$ cat src/rtl/pb_debounce_repeat.sv
// Push-button conditioner: 2-FF synchroniser, counter debounce, registered
// press/release pulses and optional auto-repeat while the button is held.
module pb_debounce_repeat #(
    parameter int DB_TICKS   = 500000,
    parameter int RPT_DLY    = 25000000,
    parameter int RPT_PER    = 5000000,
    parameter bit ACTIVE_LOW = 1'b1
) (
    input  logic clk,
    input  logic rst_n,
    input  logic pb_in,
    input  logic rpt_en,
    output logic pressed,
    output logic press_pulse,
    output logic release_pulse
);

    localparam int CW      = $clog2(DB_TICKS + 1);
    localparam int RPT_MAX = (RPT_DLY > RPT_PER) ? RPT_DLY : RPT_PER;
    localparam int TW      = $clog2(RPT_MAX + 1);

    localparam logic [CW-1:0] DB_LAST  = CW'(DB_TICKS - 1);
    localparam logic [TW-1:0] DLY_LAST = TW'(RPT_DLY - 1);
    localparam logic [TW-1:0] PER_LAST = TW'(RPT_PER - 1);
    localparam logic          REL_LVL  = ACTIVE_LOW;

    typedef enum logic [1:0] {
        S_IDLE,
        S_HOLD,
        S_REPEAT
    } state_t;

    logic [1:0]    sync_q;
    logic          synced;

    logic [CW-1:0] cnt_q, cnt_d;
    logic          db_q, db_d;

    state_t        state_q, state_d;
    logic [TW-1:0] timer_q, timer_d;
    logic          pressed_q, pressed_d;
    logic          press_q, press_d;
    logic          release_q, release_d;

    // Synchroniser resets to the released level so reset never looks like a press.
    always_ff @(posedge clk or negedge rst_n) begin
        if (!rst_n) begin
            sync_q <= {REL_LVL, REL_LVL};
        end else begin
            sync_q <= {sync_q[0], pb_in};
        end
    end

    assign synced = sync_q[1] ^ REL_LVL;

    // Any sample agreeing with the accepted level restarts the stability window.
    always_comb begin
        cnt_d = cnt_q;
        db_d  = db_q;
        if (synced == db_q) begin
            cnt_d = '0;
        end else if (cnt_q == DB_LAST) begin
            db_d  = ~db_q;
            cnt_d = '0;
        end else begin
            cnt_d = cnt_q + CW'(1);
        end
    end

    always_ff @(posedge clk or negedge rst_n) begin
        if (!rst_n) begin
            cnt_q <= '0;
            db_q  <= 1'b0;
        end else begin
            cnt_q <= cnt_d;
            db_q  <= db_d;
        end
    end

    // Release is tested before timer expiry so it always wins a collision.
    always_comb begin
        state_d   = state_q;
        timer_d   = timer_q;
        pressed_d = pressed_q;
        press_d   = 1'b0;
        release_d = 1'b0;
        case (state_q)
            S_IDLE: begin
                timer_d = '0;
                if (db_q) begin
                    state_d   = S_HOLD;
                    pressed_d = 1'b1;
                    press_d   = 1'b1;
                end
            end
            S_HOLD: begin
                if (!db_q) begin
                    state_d   = S_IDLE;
                    pressed_d = 1'b0;
                    release_d = 1'b1;
                    timer_d   = '0;
                end else if (!rpt_en) begin
                    timer_d = '0;
                end else if (timer_q == DLY_LAST) begin
                    state_d = S_REPEAT;
                    press_d = 1'b1;
                    timer_d = '0;
                end else begin
                    timer_d = timer_q + TW'(1);
                end
            end
            S_REPEAT: begin
                if (!db_q) begin
                    state_d   = S_IDLE;
                    pressed_d = 1'b0;
                    release_d = 1'b1;
                    timer_d   = '0;
                end else if (!rpt_en) begin
                    state_d = S_HOLD;
                    timer_d = '0;
                end else if (timer_q == PER_LAST) begin
                    press_d = 1'b1;
                    timer_d = '0;
                end else begin
                    timer_d = timer_q + TW'(1);
                end
            end
            default: begin
                state_d   = S_IDLE;
                timer_d   = '0;
                pressed_d = 1'b0;
            end
        endcase
    end

    always_ff @(posedge clk or negedge rst_n) begin
        if (!rst_n) begin
            state_q   <= S_IDLE;
            timer_q   <= '0;
            pressed_q <= 1'b0;
            press_q   <= 1'b0;
            release_q <= 1'b0;
        end else begin
            state_q   <= state_d;
            timer_q   <= timer_d;
            pressed_q <= pressed_d;
            press_q   <= press_d;
            release_q <= release_d;
        end
    end

    assign pressed       = pressed_q;
    assign press_pulse   = press_q;
    assign release_pulse = release_q;

endmodule

$ cat config.mk
export PLATFORM = sky130hd
export DESIGN_NAME = pb_debounce_repeat
export DESIGN_NICKNAME = d
export VERILOG_FILES = /design/src/rtl/pb_debounce_repeat.sv
export SDC_FILE = /design/constraint.sdc
export NUM_CORES = 1
export LEC_CHECK = 0
export ABC_AREA = 1
export BUFFER_PORTS_ARGS = -buffer_cell sky130_fd_sc_hd__clkbuf_2
export CAP_MARGIN = 0
export CORE_MARGIN = 2
export CORE_UTILIZATION = 26
export DETAILED_ROUTE_END_ITERATION = 6
export GPL_TIMING_DRIVEN = 0
export RECOVER_POWER = 25
export SETUP_SLACK_MARGIN = 0.4
export SLEW_MARGIN = 40
export SYNTH_ARGS = -nofsm -noshare
export SYNTH_HDL_FRONTEND = slang
export SYNTH_SLANG_ARGS = --single-unit
$ cat constraint.sdc
create_clock -name clk -period 1.8 [get_ports clk]
set_input_delay 0.18 -clock clk [delete_from_list [all_inputs] [get_ports clk]]
set_output_delay 0.18 -clock clk [all_outputs]
set_load 0.02 [all_outputs]
# After elaboration in Yosys (flattened, before gate mapping)
# Index checks and enable logic that the tools add are counted.
dict set report totals {
  output_inout_bits 3
  word_cells 58
  in_bits 4
  register_bits 52
}
dict set report op_classes {
  eq_ne 11
  n_mux 29
  reduce_logical 5
  bitwise 3
  n_addsub 2
}
# op count
set op_table {}
lappend op_table {{25-bit 2-to-1 mux} 6}
lappend op_table {{25-bit one-hot mux with 2 select lines} 1}
lappend op_table {{19-bit 2-to-1 mux} 2}
lappend op_table {{25-bit by 1-bit adder with 25-bit output (second input constant)} 1}
lappend op_table {{25-bit by 23-bit equality test with 1-bit output (second input constant)} 1}
lappend op_table {{25-bit equality test (second input constant)} 1}
lappend op_table {{19-bit by 1-bit adder with 19-bit output (second input constant)} 1}
lappend op_table {{19-bit equality test (second input constant)} 1}
lappend op_table {{2-bit 2-to-1 mux} 6}
lappend op_table {{1-bit 2-to-1 mux} 11}
lappend op_table {{3-bit inequality test (second input constant)} 3}
lappend op_table {{2-bit one-hot mux with 3 select lines} 1}
lappend op_table {{2-bit inequality test (second input constant)} 2}
lappend op_table {{2-bit AND reduction} 2}
lappend op_table {{4-bit AND reduction} 1}
lappend op_table {{1-bit NOT} 3}
lappend op_table {{1-bit one-hot mux with 3 select lines} 1}
lappend op_table {{2-bit by 1-bit equality test with 1-bit output (second input constant)} 1}
lappend op_table {{2-bit equality test (second input constant)} 1}
lappend op_table {{2-bit zero test} 1}
lappend op_table {{1-bit one-hot mux with 2 select lines} 1}
lappend op_table {{2-bit OR reduction} 1}
lappend op_table {{1-bit equality test} 1}

# Logic depth before layout (Yosys ltp)
dict set report depth {
  word_depth 5
  depth_mapped 11
  ltp_nobuf 10
}

# Least setup slack after synthesis
# No wires, ideal clock.
dict set report synth_path {
  path_type {register to register}
  from {reg timer_q[0]}
  to {reg timer_q[5]}
  synth_period_minus_slack_ns 1.531
  t_required_ns 1.680
  stages_incl_launch_ff 12
  setup_slack_ns 0.269
  path_buffers 1
  setup_ns 0.120
  arrival_ns 1.411
  cell_sequence {dfrtp_1 > ha_1 > nand2_1 > nor2_2 > nand2_2 > nor2_4 > nand3_2 > nand2_1 > nand2_2 > nand2_4 > buf_8 > nor2_1}
}
dict set report synth_via {
  elab_chain_len 5
  word_cells_on_any_way 10
  cone_classes {add/sub (1); eq/ne (2); mux (7)}
}
# element line
set synth_rtl {}
lappend synth_rtl {{from (decl)} 40} ;# logic [TW-1:0] timer_q, timer_d;
lappend synth_rtl {{from (signal assigned)} 145} ;# timer_q <= timer_d;
lappend synth_rtl {{25-bit by 1-bit adder with 25-bit output (tied with other cells)} {109, 125}}
lappend synth_rtl {{25-bit 2-to-1 mux, on equally long branches} {121, 104}}
lappend synth_rtl {{25-bit 2-to-1 mux, on equally long branches} {118, 102}}
lappend synth_rtl {{25-bit 2-to-1 mux, on equally long branches} {113, 97}}
lappend synth_rtl {{25-bit one-hot mux with 2 select lines (*)} 87} ;# case (state_q)
lappend synth_rtl {{named net timer_d[5]} 40}
# The timed path passes the listed nets; every way through them passes the cells marked *.
# A chain may end at the register's enable or synchronous reset.

# Worst setup path after layout
dict set report layout_path {
  from {reg timer_q[1]}
  to {reg timer_q[21]}
}
# Same word-level chain as after synthesis.

==> results_dict.tcl <==
set metrics [dict create \
    outcome "completed" \
    crit_family "simple AND/OR/NAND/NOR gates" \
    synth_xor_xnor_area_share 0.08007 \
    h-tree-depth 2 \
    numCtsBuffers 5 \
    synth_fp_nets 388 \
    holdCritPathClass "input pin to register" \
    clkTransAtPathRegs_ns 0.07 \
    finalHoldViolCount 0 \
    grt.total_usage 0.1162 \
    setup_tns_ns 0 \
    synth-adder-area-share 0.02555 \
    placed_area_sq_um 3178 \
    multi_input_area_sq_um 1723 \
    synth_top_area_frac 0.4259 \
    place.gp.congestion 0.8136 \
    power.density_nw_per_um2 591.3 \
    synth_top_area_cell "dfrtp_1" \
    hold-path-endpoint "timer_q[23]$_DFF_PN0_" \
    crit_chain "ha_2 -> nand2_2 -> nor2_4 -> nand2_4 -> nor2_4 -> nand3_2 -> nand3_2 -> nand2_2 -> nand2_4 -> buf_8 -> nor2_1" \
    initialDrtViolationCount 140 \
    netlist_area_sq_um 2938 \
    place_hpwl_mm 4.381 \
    fmax_mhz 612.6 \
    swShare 0.2284 \
    regArea_sq_um 1308 \
    p_switching_mw 0.5103 \
    slew_headroom 0.5238 \
    cts_sinks 52 \
    period_needed_ns 1.632 \
    drt-total-wl_mm 6.609 \
    ys_ff_latch 52 \
    grt_pass1_wl_mm 11.08 \
    first_global_vias 2492 \
    antenna_found_initial 0 \
    num_antenna_cells 0 \
    dieHeight_um 110.3 \
    most-common-layout-cells "nor2_1 (71), nand2_1 (64), dfrtp_1 (47)" \
    worst-path-buf-inv 1 \
    p_comb_frac 0.039 \
    final_nets 421 \
    dieArea_sq_um 12170 \
    core_sq_um 10940 \
    cp-end-kind "register" \
    yosysWarnings 0 \
    max-vdd-ir-drop_mv 0.4623 \
    final_cell_count_no_fill 552 \
    fp.dieW_um 110.3 \
    internal_power_mw 1.724 \
    fillers 1124 \
    io_pins 7 \
    holdCritStartpoint "rpt_en" \
    grt_overflow 0 \
    min_period_over_period 0.9069 \
    worstPathArrival_ns 1.82 \
    max_stage_delay_ns 0.35 \
    clkPwrFrac 0.429 \
    antenna_left 0 \
    slew_viol_final 0 \
    ctsLongestPathBuffers 2 \
    reg2reg_slack_ns 0.17 \
    synthMuxAreaShare 0 \
    total_power_mw 2.234 \
    skew_ns 0.008033 \
    power.leakage_nw 1.517 \
    synth_compound_area_frac 0.02641 \
    fin_area_sq_um 3779 \
    synth_cell_types 30 \
    initial_core_util 0.2686 \
    synth_top_family_by_area "simple AND/OR/NAND/NOR gates" \
    post_drt_wl_per_cell_um 11.97 \
    drv_cap 0 \
    synth_simple_gate_area_frac 0.3522 \
    synth_area_per_cell_sq_um 7.772 \
    timing.rr.start "timer_q[1]$_DFF_PN0_" \
    area_growth_syn_to_layout_pct 28.62 \
    crit_fanout 10 \
    worst_pin_slew_ns 0.7142 \
    root_buffer "clkbuf_16" \
    worstSetupStartpointType "register" \
    synth_area_leaders "dfrtp_1 (43%), nor2_1 (11%), nand2_1 (9.1%)" \
    rr_worst_depth 11 \
    vias_per_cell 4.475 \
    cp_slowest_cell "dfrtp_1" \
    crit_required_ns 1.99 \
    vias 2470 \
    whs_path_depth 5 \
    final_common_cell "nor2_1" \
    rsz0062_at_grt "yes" \
    syn_inst 378 \
    rows 38 \
    clk_latency_ns 0.30 \
    setup_viol 0 \
    reg2reg_to "timer_q[21]$_DFF_PN0_" \
    tritoncts "built" \
    pwr-share-seq 0.532 \
    drc 0 \
    path_class "register to register" \
    ys_seq_area_frac 0.4438 \
    post-place-cells 524 \
    firstDrtPassIters 4 \
    grt_max_degree 53 \
    drive_above_1_share 0.2451 \
    numPortBuffers 6 \
]
cells in the mapped netlist:
master and n:
dfstp_2 2, nor3_4 1, or2_2 1, inv_2 1, nor3_1 13, nand2_1 71, o21ai_1 1, and3_1 1
o22ai_1 2, nor2_2 6, nand2_4 1, xnor2_1 6, a21oi_1 8, o21ai_0 4, nand4_1 13, buf_8 2
xor2_1 19, buf_2 1, inv_1 46, ha_1 6, nor3b_1 1, nor4_1 2, nor2_1 85, nand3_2 3
nor2_4 1, nand3_1 25, nor3_2 2, xnor2_2 1, dfrtp_1 50, nand2_2 3
layout make-up:
| class | instances | share of cell area |
|---|---|---|
| Multi-Input combinational cell | 276 | 0.4560 |
| Buffer | 3 | 0.009272 |
| Timing Repair Buffer | 26 | 0.05563 |
| Clock inverter | 3 | 0.004967 |
| Tap cell | 140 | 0.04636 |
| Sequential cell | 52 | 0.3460 |
| Clock buffer | 5 | 0.03311 |
| Inverter | 47 | 0.04868 |
power groups by stage:
stage	Clock (mW)	Sequential, mW	Combinational [mW]
after floorplan	0	1.21	0.0223
after global placement	0	1.21	0.0555
after detailed placement	0	1.21	0.0578
after CTS	0.974	1.19	0.0720
after global routing	1.03	1.19	0.0974
final	0.959	1.19	0.0861
state kept, by name (all words and copies together) (netlist names):
name,flops
state_q,2
cnt_q,19
pressed,1
release_pulse,1
db_q,1
press_pulse,1
timer_q,25
sync_q,2
stage by stage:
stage / utilization / setup WS [ns] / hold WS, ns
2_1_floorplan: - / 0.2872 / -0.1156
4_1_cts: 0.3268 / 0.1516 / 0.2669
3_5_place_dp: 0.2906 / 0.06572 / 0.2784
3_3_place_gp: 0.2904 / 0.09654 / 0.2711
6_report: 0.3455 / 0.1676 / 0.2689
5_1_grt: 0.3455 / 0.04162 / 0.2824
worst max path at each step:
stage / start / end / slack, ns / cells past startpoint
4_1_cts: timer_q[1]$_DFF_PN0_ / timer_q[17]$_DFF_PN0_ / 0.15 / 11
3_3_place_gp: timer_q[0]$_DFF_PN0_ / timer_q[17]$_DFF_PN0_ / 0.1 / 11
3_5_place_dp: timer_q[0]$_DFF_PN0_ / timer_q[5]$_DFF_PN0_ / 0.07 / 11
6_report: timer_q[1]$_DFF_PN0_ / timer_q[21]$_DFF_PN0_ / 0.17 / 11
5_1_grt: timer_q[0]$_DFF_PN0_ / timer_q[17]$_DFF_PN0_ / 0.04 / 9
2_1_floorplan: timer_q[0]$_DFF_PN0_ / timer_q[5]$_DFF_PN0_ / 0.29 / 11
worst register-to-register path, stage by stage, from the launching register on:
cell	delay, ns
dfrtp_1	0.35
ha_2	0.20
nand2_2	0.08
nor2_4	0.12
nand2_4	0.07
nor2_4	0.13
nand3_2	0.10
nand3_2	0.08
nand2_2	0.07
nand2_4	0.12
buf_8	0.16
nor2_1	0.05
logic make-up after synthesis:
family,Yosys count
compound gates,15
buf+inv,50
xor+xnor,26
flops,52
fa+ha+maj,6
simple gates,229
what timing repair did:
item                                    in CTS  in global routing
cloned                                       0                  0
hold endpoints to repair                     4                  0
endpoints found under the setup margin      42                 44
hold buffers                                 2                  0
resized for setup                           36                 40
pin swaps                                   12                 23
setup buffers                               12                  6
per-layer routing:
metal / global-route usage / part of all wire / vias to the layer above
li1: - / - / 1259
met1: 0.1468 / 0.45 / 1168
met2: 0.1954 / 0.50 / 33
met3: 0.02410 / 0.030 / 10
met4: 0.04375 / 0.019 / 0
met5: 0 / 0 / -
No activity file was read; power rests on OpenSTA's default activity.
